`src/rtl/shift_sequencer.sv`:
```
// shift_sequencer
// Breaks a shift request into steps of at most 3 positions. It applies one
// step per clock to an internal work register, then presents the result on
// d_out along with a one-cycle done pulse.
//
// Optional feature macro: SHIFT_SEQ_ROR_EN
//   defined   : op 11 rotates right by amount, stepping like the other ops
//   undefined : op 11 passes d_in straight through (IDLE -> DONE)
//
// Ports
//   clk      in   rising-edge clock
//   reset_n  in   asynchronous active-low reset
//   start    in   request strobe, sampled only in IDLE
//   op       in   2   00 LSL, 01 LSR, 10 ASR, 11 ROR / pass-through
//   d_in     in   8   operand, latched on accepted start
//   amount   in   AMT_W total shift amount, latched on accepted start
//   busy     out  high whenever not IDLE
//   done     out  one-cycle pulse, d_out valid
//   d_out    out  8   result register, holds the last result
//
// state   | meaning
// --------+---------------------------------------------------------
// S_IDLE  | waiting for start
// S_SHIFT | applying one step of up to 3 positions per clock
// S_DONE  | d_out valid, done pulsed for one cycle
module shift_sequencer #(
   parameter int AMT_W = 3
) (
   input  logic             clk,
   input  logic             reset_n,
   input  logic             start,
   input  logic [1:0]       op,
   input  logic [7:0]       d_in,
   input  logic [AMT_W-1:0] amount,
   output logic             busy,
   output logic             done,
   output logic [7:0]       d_out
);

   // The step shifter is 2 bits wide, so STEP_MAX cannot be a parameter.
   localparam int               STEP_MAX   = 3;
   localparam logic [AMT_W-1:0] STEP_MAX_W = AMT_W'(STEP_MAX);

   typedef enum logic [1:0] {
      S_IDLE  = 2'd0,
      S_SHIFT = 2'd1,
      S_DONE  = 2'd2
   } state_t;

   state_t           state_q, state_d;
   logic [7:0]       work_q, work_d;
   logic [AMT_W-1:0] rem_q, rem_d;
   logic [1:0]       op_q, op_d;
   logic [7:0]       dout_q, dout_d;

   logic [1:0]       step;
   logic [7:0]       shifted;
   logic             zero_req;

   assign step = (rem_q >= STEP_MAX_W) ? 2'd3 : rem_q[1:0];

   always_comb begin
      shifted = work_q;
      case (op_q)
         2'b00:   shifted = work_q << step;
         2'b01:   shifted = work_q >> step;
         2'b10:   shifted = $unsigned($signed(work_q) >>> step);
`ifdef SHIFT_SEQ_ROR_EN
         2'b11:   shifted = 8'(({work_q, work_q}) >> step);
`endif
         default: shifted = work_q;
      endcase
   end

`ifdef SHIFT_SEQ_ROR_EN
   assign zero_req = (amount == '0);
`else
   // Op 11 is a pass-through when rotate support is not built in.
   assign zero_req = (amount == '0) || (op == 2'b11);
`endif

   always_comb begin
      state_d = state_q;
      work_d  = work_q;
      rem_d   = rem_q;
      op_d    = op_q;
      dout_d  = dout_q;
      case (state_q)
         S_IDLE: begin
            if (start) begin
               work_d = d_in;
               rem_d  = amount;
               op_d   = op;
               if (zero_req) begin
                  dout_d  = d_in;
                  state_d = S_DONE;
               end else begin
                  state_d = S_SHIFT;
               end
            end
         end
         S_SHIFT: begin
            work_d = shifted;
            rem_d  = rem_q - AMT_W'(step);
            if (rem_q == AMT_W'(step)) begin
               dout_d  = shifted;
               state_d = S_DONE;
            end
         end
         S_DONE:  state_d = S_IDLE;
         default: state_d = S_IDLE;
      endcase
   end

   always_ff @(posedge clk or negedge reset_n) begin
      if (!reset_n) begin
         state_q <= S_IDLE;
         work_q  <= 8'h00;
         rem_q   <= '0;
         op_q    <= 2'b00;
         dout_q  <= 8'h00;
      end else begin
         state_q <= state_d;
         work_q  <= work_d;
         rem_q   <= rem_d;
         op_q    <= op_d;
         dout_q  <= dout_d;
      end
   end

   assign busy  = (state_q != S_IDLE);
   assign done  = (state_q == S_DONE);
   assign d_out = dout_q;

endmodule

```
`config.mk`:
```
export PLATFORM = sky130hd
export DESIGN_NAME = shift_sequencer
export DESIGN_NICKNAME = d
export VERILOG_FILES = /design/src/rtl/shift_sequencer.sv
export SDC_FILE = /design/constraint.sdc
export NUM_CORES = 1
export LEC_CHECK = 0
export CORE_ASPECT_RATIO = 1.4
export CORE_UTILIZATION = 45
export CTS_BUF_LIST = sky130_fd_sc_hd__clkbuf_2
export DETAILED_ROUTE_END_ITERATION = 8
export PLACE_DENSITY = 0.68
export SLEW_MARGIN = 0
export SYNTH_ARGS = -nofsm -noshare
export SYNTH_HDL_FRONTEND = slang
export SYNTH_SLANG_ARGS = --single-unit
```
`constraint.sdc`:
```
create_clock -name clk -period 2.1 [get_ports clk]
set_input_delay 0.42 -clock clk [delete_from_list [all_inputs] [get_ports clk]]
set_output_delay 0.42 -clock clk [all_outputs]
set_load 0.01 [all_outputs]
```
==> impl_metrics.json <==
{
  "status": "complete, no violations",
  "final_hold_viol_count": 0,
  "slew_headroom": 0.677,
  "clk_latency_ns": 0.34,
  "endpoint_kind": "primary output",
  "seqPwrFrac": 0.265,
  "p_sw_frac": 0.468,
  "vias": 1717,
  "placed_area_um2": 2100,
  "fin_nets": 258,
  "die_area_um2": 4110,
  "reg2reg_slack_ns": 0.07,
  "grt_pass1_vias": 1608,
  "grt_overflow_total": 0,
  "path_class": "flop to primary output",
  "clock-skew-final_ns": 0.00292,
  "critPathMaxStageDelay_ns": 0.50,
  "worst_slack_ns": 0.0521,
  "syn-cell-area_um2": 1730,
  "final_cell_area_um2": 2170,
  "clock_sinks": 23,
  "cts_tree": "built",
  "drcViolationCount": 0,
  "ir_drop_mv": 0.955,
  "endpoint": "busy",
  "seq_area_frac_synth": 0.332,
  "dr.pass1.iters": 4,
  "drv_slew": 0,
  "grt_first_pass_wirelength_mm": 7.82,
  "fmaxAchievable_ghz": 0.488,
  "final_common_cell": "nand2_1",
  "routedWlPerCell_um": 17.3,
  "required_ns": 1.68,
  "cp_max_fo": 8,
  "grt_util_all_layers": 0.265,
  "die_h_um": 75.4,
  "syn_area_per_cell_um2": 8.41,
  "worst_pin_slew_ns": 0.485,
  "synth_warnings": 0,
  "p_leak_nw": 0.900,
  "layout_common_cells": "nand2_1 (30), clkdlybuf4s50_1 (25), buf_4 (23)",
  "antenna_found_initial": 0,
  "start_util": 0.471,
  "drv_cap": 0,
  "clk_pin_slew_ns": 0.20,
  "synth-seq-cells": 23,
  "synth-edff-count": 0,
  "htree_levels": 1,
  "core_region_area_um2": 3680,
  "r2r_cells": 6,
  "p_clk_frac": 0.049,
  "hp-class": "primary input to asynchronous set/reset pin",
  "wirelength_mm": 4.86,
  "p_comb_frac": 0.687,
  "io_pins": 26,
  "area_growth_pct": 25.1,
  "clockBufferDepth": 2,
  "place_ws_ns": -0.00229,
  "num_rows": 26,
  "path_cells": "or2_2 -> clkdlybuf4s50_1",
  "ant_nets": 0,
  "chipWidth_um": 54.4,
  "cpMaxStageDelayCell": "dfrtp_2",
  "reg2reg_to": "d_out[5]$_DFFE_PN0P_",
  "numCtsBuffers": 3,
  "hold_buffers": 0,
  "switching_power_w": 0.00173,
  "rr_startpoint": "rem_q[2]$_DFFE_PN0P_",
  "rsz0062_at_grt": "yes",
  "avgViaCountPerCell": 6.11,
  "fin_crit_sh": 0.975,
  "p_int_w": 0.00197,
  "grt_max_degree": 24,
  "syn-num-nets": 224,
  "drt_iter0_drc": 87,
  "setup_viol": 0,
  "synthCells": 206,
  "critPathLaunchType": "flop",
  "place_congestion": 0.920,
  "critPathLaunch": "state_q[0]$_DFFE_PN0P_",
  "port_buffers": 25,
  "min_period_ns": 2.05,
  "whs_ns": 0.400,
  "async_flop_share": 1.00,
  "dpl.hpwl_mm": 3.69,
  "crit_arrival_ns": 1.63,
  "drive_gt1_frac": 0.176,
  "pwr_density_cell_nw_per_um2": 1710,
  "ys.flop_type": "dfrtp_1",
  "diodes": 0,
  "clockRootBuffer": "clkbuf_2",
  "yosysUniqueCellTypes": 49
}
-- power by group through the flow --
stage,clock [W],combinational [W],sequential (W)
floorplan,0,0.00171,0.000836
global placement,0,0.00236,0.000965
detailed placement,0,0.00242,0.000980
CTS,0.000184,0.00245,0.000966
global route,0.000191,0.00277,0.00101
finish,0.000181,0.00254,0.000980
-- cells in the mapped netlist, drive strengths merged, types with 4 or more instances --
cell type,n,area [µm²]
mux2i,11,110
o21ai,16,80.1
nand2,30,113
buf,5,31.3
clkbuf,14,52.6
o22ai,4,25.0
dfrtp,23,576
inv,4,15.0
nor2b,10,62.6
nor2,12,47.6
a21oi,14,70.1
-- stage by stage --
step / setup TNS (ns) / total power (W) / util / cells
2_1_floorplan: 0 / 0.00254 / - / 206
3_3_place_gp: 0 / 0.00332 / 0.572 / 274
3_5_place_dp: -0.00229 / 0.00340 / 0.572 / 274
4_1_cts: 0 / 0.00360 / 0.577 / 278
5_1_grt: -0.0773 / 0.00397 / 0.590 / 281
6_report: 0 / 0.00370 / 0.590 / 281
-- critical path: cells and delay by family, from the launching register on --
| family | cells | cell delay [ns] |
|---|---|---|
| buf+inv | 1 | 0.49 |
| flops | 1 | 0.50 |
| simple gates | 1 | 0.30 |
-- cell type report --
class	instances	area, µm²
fill	337	1510
multi-input combinational	160	1080
sequential	23	578
timing repair buffer	48	423
tap	42	52.6
clock buffer	4	20.0
inverter	4	15.0
-- timing repair --
| action | in CTS | in global routing |
|---|---|---|
| buffers inserted | 0 | 3 |
| pin swaps | 0 | 0 |
| gates resized for setup | 1 | 8 |
| setup endpoints to repair | 3 | 10 |
-- worst min-delay path by stage --
| stage | startpoint | to | slack [ns] | cells past startpoint |
|---|---|---|---|---|
| after CTS | reset_n | rem_q[1]$_DFFE_PN0P_ | 0.42 | 2 |
| after detailed placement | d_out[2]$_DFFE_PN0P_ | d_out[2]$_DFFE_PN0P_ | 0.48 | 2 |
| after floorplan | reset_n | d_out[0]$_DFFE_PN0P_ | 0.12 | 0 |
| after global routing | reset_n | work_q[7]$_DFFE_PN0P_ | 0.46 | 2 |
| final | reset_n | work_q[2]$_DFFE_PN0P_ | 0.40 | 2 |
| after global placement | d_out[2]$_DFFE_PN0P_ | d_out[2]$_DFFE_PN0P_ | 0.47 | 2 |
-- kinds of logic after synthesis --
group                      count (synthesis)  share of synthesized area
AOI/OAI and AO/OA                         73                      0.293
and+or+nand+nor                           68                      0.184
buffers and inverters                     23                     0.0570
DFF                                       23                      0.332
muxes                                     15                      0.109
xor gates and xnor gates                   2                     0.0101
adders and majority gates                  2                     0.0144
-- sequential cells by signal (all words and copies together) (netlist names) --
register and count:
d_out 8, work_q 8, rem_q 3, op_q 2, state_q 2
-- routing by layer --
layer  GRT usage  part of all wire
met1       0.368              0.43
met2       0.435              0.51
met3      0.0160             0.042
met4      0.0883             0.015
met5           0                 0
No activity file was read; power rests on OpenSTA's default activity.
